**config.mk**
```make
export PLATFORM = sky130hd
export DESIGN_NAME = fetch_stage
export DESIGN_NICKNAME = d
export VERILOG_FILES = /design/src/rtl/fetch_pkg.sv /design/src/rtl/fetch_queue.sv /design/src/rtl/fetch_stage.sv
export SDC_FILE = /design/constraint.sdc
export NUM_CORES = 1
export LEC_CHECK = 0
export ABC_AREA = 0
export ABC_CLOCK_PERIOD_IN_PS = 3800
export CORE_MARGIN = 2
export CORE_UTILIZATION = 41
export CTS_BUF_LIST = sky130_fd_sc_hd__clkbuf_4 sky130_fd_sc_hd__clkbuf_8
export DETAILED_ROUTE_END_ITERATION = 8
export DONT_BUFFER_PORTS = 1
export PLACE_DENSITY = 0.61
export SLEW_MARGIN = 30
export SYNTH_ARGS = -nofsm -noshare
export SYNTH_HDL_FRONTEND = slang
export SYNTH_SLANG_ARGS = --single-unit
```
**constraint.sdc**
```tcl
create_clock -name clk -period 3.8 [get_ports clk]
set_input_delay 1.14 -clock clk [delete_from_list [all_inputs] [get_ports clk]]
set_output_delay 1.14 -clock clk [all_outputs]
set_load 0.01 [all_outputs]
```
**src/rtl/fetch_pkg.sv**
```systemverilog
// Shared types and constants for the instruction fetch stage.
package fetch_pkg;

    localparam int unsigned INST_BYTES = 4;

    typedef struct packed {
        logic [63:0] pc;
        logic [31:0] inst;
    } fetch_entry_t;

endpackage

```
**src/rtl/fetch_queue.sv**
```systemverilog
// Small synchronous FIFO of fetched {pc, inst} entries.
// Flush wins over push and pop; head is the registered storage slot at the read pointer.
module fetch_queue
    import fetch_pkg::*;
#(
    parameter int QDEPTH = 4
) (
    input  logic         clk,
    input  logic         reset,
    input  logic         push,
    input  fetch_entry_t push_entry,
    input  logic         pop,
    input  logic         flush,
    output logic         full,
    output logic         empty,
    output fetch_entry_t head
);

    localparam int PTR_W = $clog2(QDEPTH);
    localparam int CNT_W = PTR_W + 1;
    localparam logic [CNT_W-1:0] DEPTH_CNT = CNT_W'(QDEPTH);

    fetch_entry_t     mem_q [QDEPTH];
    fetch_entry_t     mem_d [QDEPTH];
    logic [PTR_W-1:0] wr_ptr_q, wr_ptr_d;
    logic [PTR_W-1:0] rd_ptr_q, rd_ptr_d;
    logic [CNT_W-1:0] count_q, count_d;

    assign full  = (count_q == DEPTH_CNT);
    assign empty = (count_q == '0);
    assign head  = mem_q[rd_ptr_q];

    // Next-state for storage, pointers and occupancy.
    always_comb begin
        mem_d    = mem_q;
        wr_ptr_d = wr_ptr_q;
        rd_ptr_d = rd_ptr_q;
        count_d  = count_q;
        if (flush) begin
            wr_ptr_d = '0;
            rd_ptr_d = '0;
            count_d  = '0;
        end else begin
            if (push) begin
                mem_d[wr_ptr_q] = push_entry;
                wr_ptr_d        = wr_ptr_q + 1'b1;
            end
            if (pop) begin
                rd_ptr_d = rd_ptr_q + 1'b1;
            end
            case ({push, pop})
                2'b10:   count_d = count_q + 1'b1;
                2'b01:   count_d = count_q - 1'b1;
                default: count_d = count_q;
            endcase
        end
    end

    // Queue registers; reset clears storage so the head reads as zero.
    always_ff @(posedge clk) begin
        if (reset) begin
            for (int i = 0; i < QDEPTH; i++) begin
                mem_q[i] <= '0;
            end
            wr_ptr_q <= '0;
            rd_ptr_q <= '0;
            count_q  <= '0;
        end else begin
            mem_q    <= mem_d;
            wr_ptr_q <= wr_ptr_d;
            rd_ptr_q <= rd_ptr_d;
            count_q  <= count_d;
        end
    end

    // The stage only pushes into a full queue when it also pops, and only pops a valid head.
    a_no_overflow: assert property (@(posedge clk) disable iff (reset)
        !(push && !flush && full && !pop));
    a_no_underflow: assert property (@(posedge clk) disable iff (reset)
        !(pop && !flush && empty));

endmodule

```
**src/rtl/fetch_stage.sv**
```systemverilog
// Instruction fetch stage: owns the fetch PC, captures icache hits into the
// fetch queue, and restarts at the execute redirect target with a full flush.
module fetch_stage
    import fetch_pkg::*;
#(
    parameter logic [63:0] RESET_PC = 64'h0,
    parameter int          QDEPTH   = 4
) (
    input  logic        clk,
    input  logic        reset,
    output logic [63:0] fetch_addr,
    input  logic [31:0] icache_inst,
    input  logic        icache_valid,
    input  logic        redirect_valid,
    input  logic [63:0] redirect_pc,
    output logic        out_valid,
    output logic [63:0] out_pc,
    output logic [31:0] out_inst,
    input  logic        out_ready
);

    logic [63:0]  pc_q, pc_d;
    logic         enq, deq;
    logic         q_full, q_empty;
    fetch_entry_t push_entry;
    fetch_entry_t head;

    assign fetch_addr = pc_q;
    assign out_valid  = !q_empty;
    assign out_pc     = head.pc;
    assign out_inst   = head.inst;
    assign deq        = out_valid && out_ready;
    assign enq        = icache_valid && !redirect_valid && (!q_full || deq);
    assign push_entry = {pc_q, icache_inst};

    // Redirect target (word aligned) beats sequential advance; misses and full stalls hold the PC.
    always_comb begin
        pc_d = pc_q;
        if (redirect_valid) begin
            pc_d = {redirect_pc[63:2], 2'b00};
        end else if (enq) begin
            pc_d = pc_q + 64'(INST_BYTES);
        end
    end

    // Fetch PC register.
    always_ff @(posedge clk) begin
        if (reset) begin
            pc_q <= RESET_PC;
        end else begin
            pc_q <= pc_d;
        end
    end

    fetch_queue #(
        .QDEPTH (QDEPTH)
    ) u_queue (
        .clk        (clk),
        .reset      (reset),
        .push       (enq),
        .push_entry (push_entry),
        .pop        (deq),
        .flush      (redirect_valid),
        .full       (q_full),
        .empty      (q_empty),
        .head       (head)
    );

endmodule

```
==> out/qor.yml, run 1 <==
outcome:
  status: "completed"
pwr:
  p_leak_nw: 6.80
  irDropWorstVdd_v: 0.000263
  powerDensity_nw_per_um2: 472
finish:
  final_cell_mix: "nand2_1 (804), dfxtp_1 (443), a21oi_1 (387)"
  syn2layout_area_growth_pct: 11.4
  postLayoutCoreUtil_pct: 46.1
  layout_commonest_cell: "nand2_1"
  drive_gt1_share_pct: 13.1
  nets: 2334
clock_tree:
  post_cts_buffers: 0
  cts_max_path_buffers: 3
  worstSkewPairLatency_ns: 0.65
  cts_buffers: 80
  cts-root-buf: "clkbuf_8"
  cts.clk_slew.worst_paths_ns: 0.06
  cts.sinks: 445
  cts_tree: "done"
  htreeDepth: 3
  cts.hold.buffers_added: 0
  cts_resized: 0
placed_design:
  gp_congestion: 0.810
  port_buffers: 0
  dp_hpwl_um: 35800
  post-place-ws_ns: 0.307
sta:
  hold_viol: 0
  finClkSkew_ns: 0.0182
  fin_crit_sh_pct: 93.5
  setup_viol: 0
  rsz0062_at_grt: "false"
  final_max_slew_viol_count: 0
  layout_setup_ws_ns: 0.246
  max_slew_margin_pct: 47.4
  max_slew.worst_pin.slew_ns: 0.788
  whs_ns: 0.449
  finalSetupTns_ns: 0
  min_period_ns: 3.55
  max_freq_mhz: 281
routing:
  wl_um: 59700
  drc: 0
  via_count: 16308
  via_per_inst: 5.65
  drtIter0Drc: 1277
  ant_nets: 0
  firstDrtPassIters: 6
  wire_per_inst_um: 20.7
worst_setup_path:
  required_ns: 2.66
  cp_max_fo: 20
  path_class: "register to primary output"
  r2r_slack_ns: 0.57
  arrival_ns: 2.41
  cp-end-kind: "primary output"
  worstSetupStartpointType: "register"
yosys:
  syn_inst: 2319
  syn_area_sq_um: 19200
  avgSynthCellArea_sq_um: 8.27
  synth.area.top_cells: "dfxtp_1 (46%), nand2_1 (16%), mux4_2 (11%)"
  synthDistinctLibCells: 46
  ys.flop_type: "dfxtp_1"
  ys_seq_area_share_pct: 46.4
  yosysTopAreaCellShare_pct: 46.4
  yosys.area.top_type: "dfxtp_1"
  synth-edff-count: 0
  ys_ff_latch: 445
  async_flop_share_pct: 0
  ys.warnings.count: 0
floorplan:
  start_util_pct: 41.4
  core_area_sq_um: 46400
  die-area_sq_um: 48500
  fp.dieW_um: 220
  die_h_um: 220
  row_count: 79
  design.portCount: 262
flow_run:
  drv_cap: 0
global_route:
  grt_max_degree: 446
  grt_pass1_wl_um: 90100
  grt-ovfl-total: 0
  grt_pass1_vias: 15568
  grt_use_total_pct: 24.1
  antenna_found_initial: 5
hold_path:
  min_path_type: "register to register"
[cell type report]
type / instances / area, sq um
tap: 607 / 759
inverter: 19 / 72.6
timing repair buffer: 53 / 577
clock inverter: 8 / 96.3
antenna: 3 / 7.51
multi-input combinational: 1627 / 9360
sequential: 445 / 8920
fill: 4462 / 25000
clock buffer: 126 / 1580
[stage by stage]
stage / area (sq um) / instances / power, mW
final: 21400 / 2888 / 10.1
after global placement: 19700 / 2751 / 5.44
after floorplan: 19200 / 2322 / 5.36
after CTS: 21400 / 2885 / 10.2
after global routing: 21400 / 2887 / 10.5
after detailed placement: 19700 / 2751 / 5.45
[final timing paths]
check,start,depth (start not counted),endpoint
max reg2reg,fetch_addr[3],7,fetch_addr[52]
min reg2reg,u_queue.mem_q[38],2,u_queue.mem_q[38]
min,u_queue.mem_q[38],2,u_queue.mem_q[38]
max,u_queue.rd_ptr_q[0],2,out_pc[59]
[logic make-up (layout without fill, tap and decap cells)]
family	count (synthesis)	in the layout	synth area share, %
compound gates	477	477	13.7
xor+xnor	32	32	1.46
fa+ha+maj	7	7	0.496
buf+inv	250	206	5.09
flops	445	445	46.4
mux	94	94	11.0
other cells	1	7	0.0195
simple gates	1013	1013	21.8
[layer usage]
metal,track usage [%],part of all wire [%]
met1,29.9,40
met2,38.9,47
met3,7.22,9.3
met4,10.1,3.1
met5,0,0.069
[registers in the layout, indices dropped and copies added, names as in the netlist]
signal,count
u_queue.count_q,3
u_queue.wr_ptr_q,2
fetch_addr,62
u_queue.rd_ptr_q,2
u_queue.mem_q,376
[cell usage after synthesis, types with 2 or more instances]
cell / instances
nand2_1: 808
dfxtp_1: 445
a21oi_1: 387
clkbuf_1: 182
mux4_2: 94
nor2_1: 63
buf_1: 32
a311oi_1: 26
nand3_1: 24
nand4_1: 22
a211oi_1: 21
inv_1: 19
or4_1: 18
xor2_1: 18
o21ai_0: 16
or3_1: 15
nor3_1: 14
xnor2_1: 14
o31ai_1: 13
and2_1: 11
nor4_1: 11
buf_2: 9
and3_1: 6
ha_1: 6
a2111oi_0: 4
buf_4: 4
nor3b_1: 4
nor4b_1: 4
or2_2: 4
and4_1: 3
clkbuf_2: 3
a221oi_1: 2
nand4b_1: 2
o211ai_1: 2
o31a_1: 2
[critical path, stage by stage, from the launching register on]
cell and delay (ns):
dfxtp_4 0.70, buf_4 0.41, mux4_2 0.64
[power breakdown]
| part | switching (mW) | leakage (nW) | internal (mW) |
|---|---|---|---|
| Combinational | 0.275 | 2.30 | 0.168 |
| Clock | 1.98 | 0.892 | 2.76 |
| Sequential | 0.146 | 3.61 | 4.76 |
No activity file was read; power rests on OpenSTA's default activity.
==> inputs of run 2 (changes only) <==
ABC_CLOCK_PERIOD_IN_PS = 2900   (was 3800)
PLACE_DENSITY = 0.63   (was 0.61)
SKIP_CTS_REPAIR_TIMING = 1   (was unset)
clock period = 2.9 ns   (was 3.8 ns; I/O delays follow)
==> out/qor.yml, run 2 (synthesized netlist as in run 1, its figures left out) <==
outcome:
  status: "complete, but fails checks"
  violations: "max-slew violations"
sta:
  layout_setup_ws_ns: 0.0224
  max_freq_mhz: 348
  max_slew_margin_pct: -25.0
  setup_viol: 0
  rsz0062_at_grt: "true"
  hold_viol: 0
  max_slew.worst_pin.slew_ns: 1.88
  fin_crit_sh_pct: 99.2
  min_period_ns: 2.88
  final_max_slew_viol_count: 212
  finClkSkew_ns: 0.0304
clock_tree:
  cts_tree: "done"
  cts.clk_slew.worst_paths_ns: 0.06
  cts.sinks: 445
  htreeDepth: 3
  worstSkewPairLatency_ns: 0.64
  cts_max_path_buffers: 3
  cts-root-buf: "clkbuf_8"
  cts_buffers: 79
placed_design:
  port_buffers: 0
  dp_hpwl_um: 36300
  post-place-ws_ns: -0.205
  gp_congestion: 0.828
routing:
  via_per_inst: 5.63
  wire_per_inst_um: 20.7
  ant_nets: 0
  via_count: 16552
  drc: 0
  firstDrtPassIters: 6
  drtIter0Drc: 1310
  wl_um: 60900
finish:
  multi_input_area_sq_um: 9390
  seq_area_sq_um: 8920
  regMostFlops: "u_queue.mem_q"
  postLayoutCoreUtil_pct: 47.4
  drive_gt1_share_pct: 15.3
  syn2layout_area_growth_pct: 14.7
  largest_reg_flops: 376
  nets: 2381
  final_cell_mix: "nand2_1 (804), dfxtp_1 (443), a21oi_1 (387)"
  fillers: 4352
  layout_commonest_cell: "nand2_1"
floorplan:
  row_count: 79
  fp.dieW_um: 220
  die-area_sq_um: 48500
  core_area_sq_um: 46400
  start_util_pct: 41.4
  design.portCount: 262
  die_h_um: 220
worst_setup_path:
  arrival_ns: 2.01
  critical_path.startpoint: "u_queue.rd_ptr_q[0]"
  reg2reg_to: "fetch_addr[50]"
  r2r_slack_ns: 0.18
  rr_worst_depth: 6
  path_class: "register to primary output"
  endpoint: "out_pc[56]"
  rr_startpoint: "fetch_addr[2]"
  cp-end-kind: "primary output"
  worstSetupStartpointType: "register"
  cp_max_fo: 7
  required_ns: 2.03
global_route:
  grt_max_degree: 446
  grt_pass1_vias: 15838
  grt_pass1_wl_um: 89800
  grt-ovfl-total: 0
  antenna_found_initial: 5
  grt_use_total_pct: 23.9
pwr:
  irDropWorstVdd_v: 0.000482
  powerDensity_nw_per_um2: 600
  power.total_mw: 13.2
  p_leak_nw: 7.12
hold_path:
  min_path_type: "primary input to register"
flow_run:
  drv_cap: 0
## run 2: changes by cell type in the layout (fill, tap and decap cells not counted), moves of 2 or more
cell       delta
or4_1         -3
inv_1         -2
buf_12        +6
buf_4        +32
or4_4         +3
clkinv_2      +2
clkbuf_16     +5
buf_16        +3
## run 2: metal layers
metal / vias up / part of all wire, % / global-route usage [%]
li1: 7782 / - / -
met1: 8032 / 40 / 29.2
met2: 616 / 48 / 39.8
met3: 118 / 8.6 / 6.91
met4: 4 / 3.1 / 9.40
met5: - / 0.039 / 0
## run 2: layout make-up
class,count,share of cell area [%]
multi-input combinational,1627,42.7
sequential,445,40.5
clock buffer,126,7.23
timing repair buffer,101,5.32
tap,607,3.45
clock inverter,10,0.381
inverter,19,0.341
antenna,4,0.0455
## run 2: worst min path at each step
| stage | start | end | slack, ns | cells past startpoint |
|---|---|---|---|---|
| 3_3_place_gp | u_queue.mem_q[237] | u_queue.mem_q[237] | 0.43 | 2 |
| 6_report | reset | u_queue.mem_q[41] | 0.32 | 1 |
| 4_1_cts | reset | u_queue.mem_q[41] | 0.28 | 1 |
| 5_1_grt | reset | u_queue.mem_q[324] | 0.27 | 1 |
| 3_5_place_dp | u_queue.mem_q[134] | u_queue.mem_q[134] | 0.44 | 2 |
| 2_1_floorplan | u_queue.mem_q[100] | u_queue.mem_q[100] | 0.43 | 2 |
## run 2: stage by stage
stage | instances | hold WS [ns] | setup TNS [ns] | cell area (sq um)
2_1_floorplan | 2322 | 0.433 | -0.0562 | 19300
3_3_place_gp | 2787 | 0.435 | -0.437 | 20100
3_5_place_dp | 2787 | 0.442 | -0.784 | 20100
4_1_cts | 2923 | 0.282 | -7.14 | 21700
5_1_grt | 2937 | 0.271 | -0.520 | 22000
6_report | 2939 | 0.324 | 0 | 22000
## run 2: where the power goes
group | switching [mW] | internal [mW] | total, mW
Clock | 2.58 | 3.55 | 6.12
Sequential | 0.135 | 6.24 | 6.37
Combinational | 0.433 | 0.271 | 0.704
Total | 3.15 | 10.1 | 13.2
## run 2: worst max-delay path: stages, from the launching register on
cell	delay, ns
dfxtp_4	0.40
buf_12	0.17
clkbuf_16	0.20
mux4_2	0.59
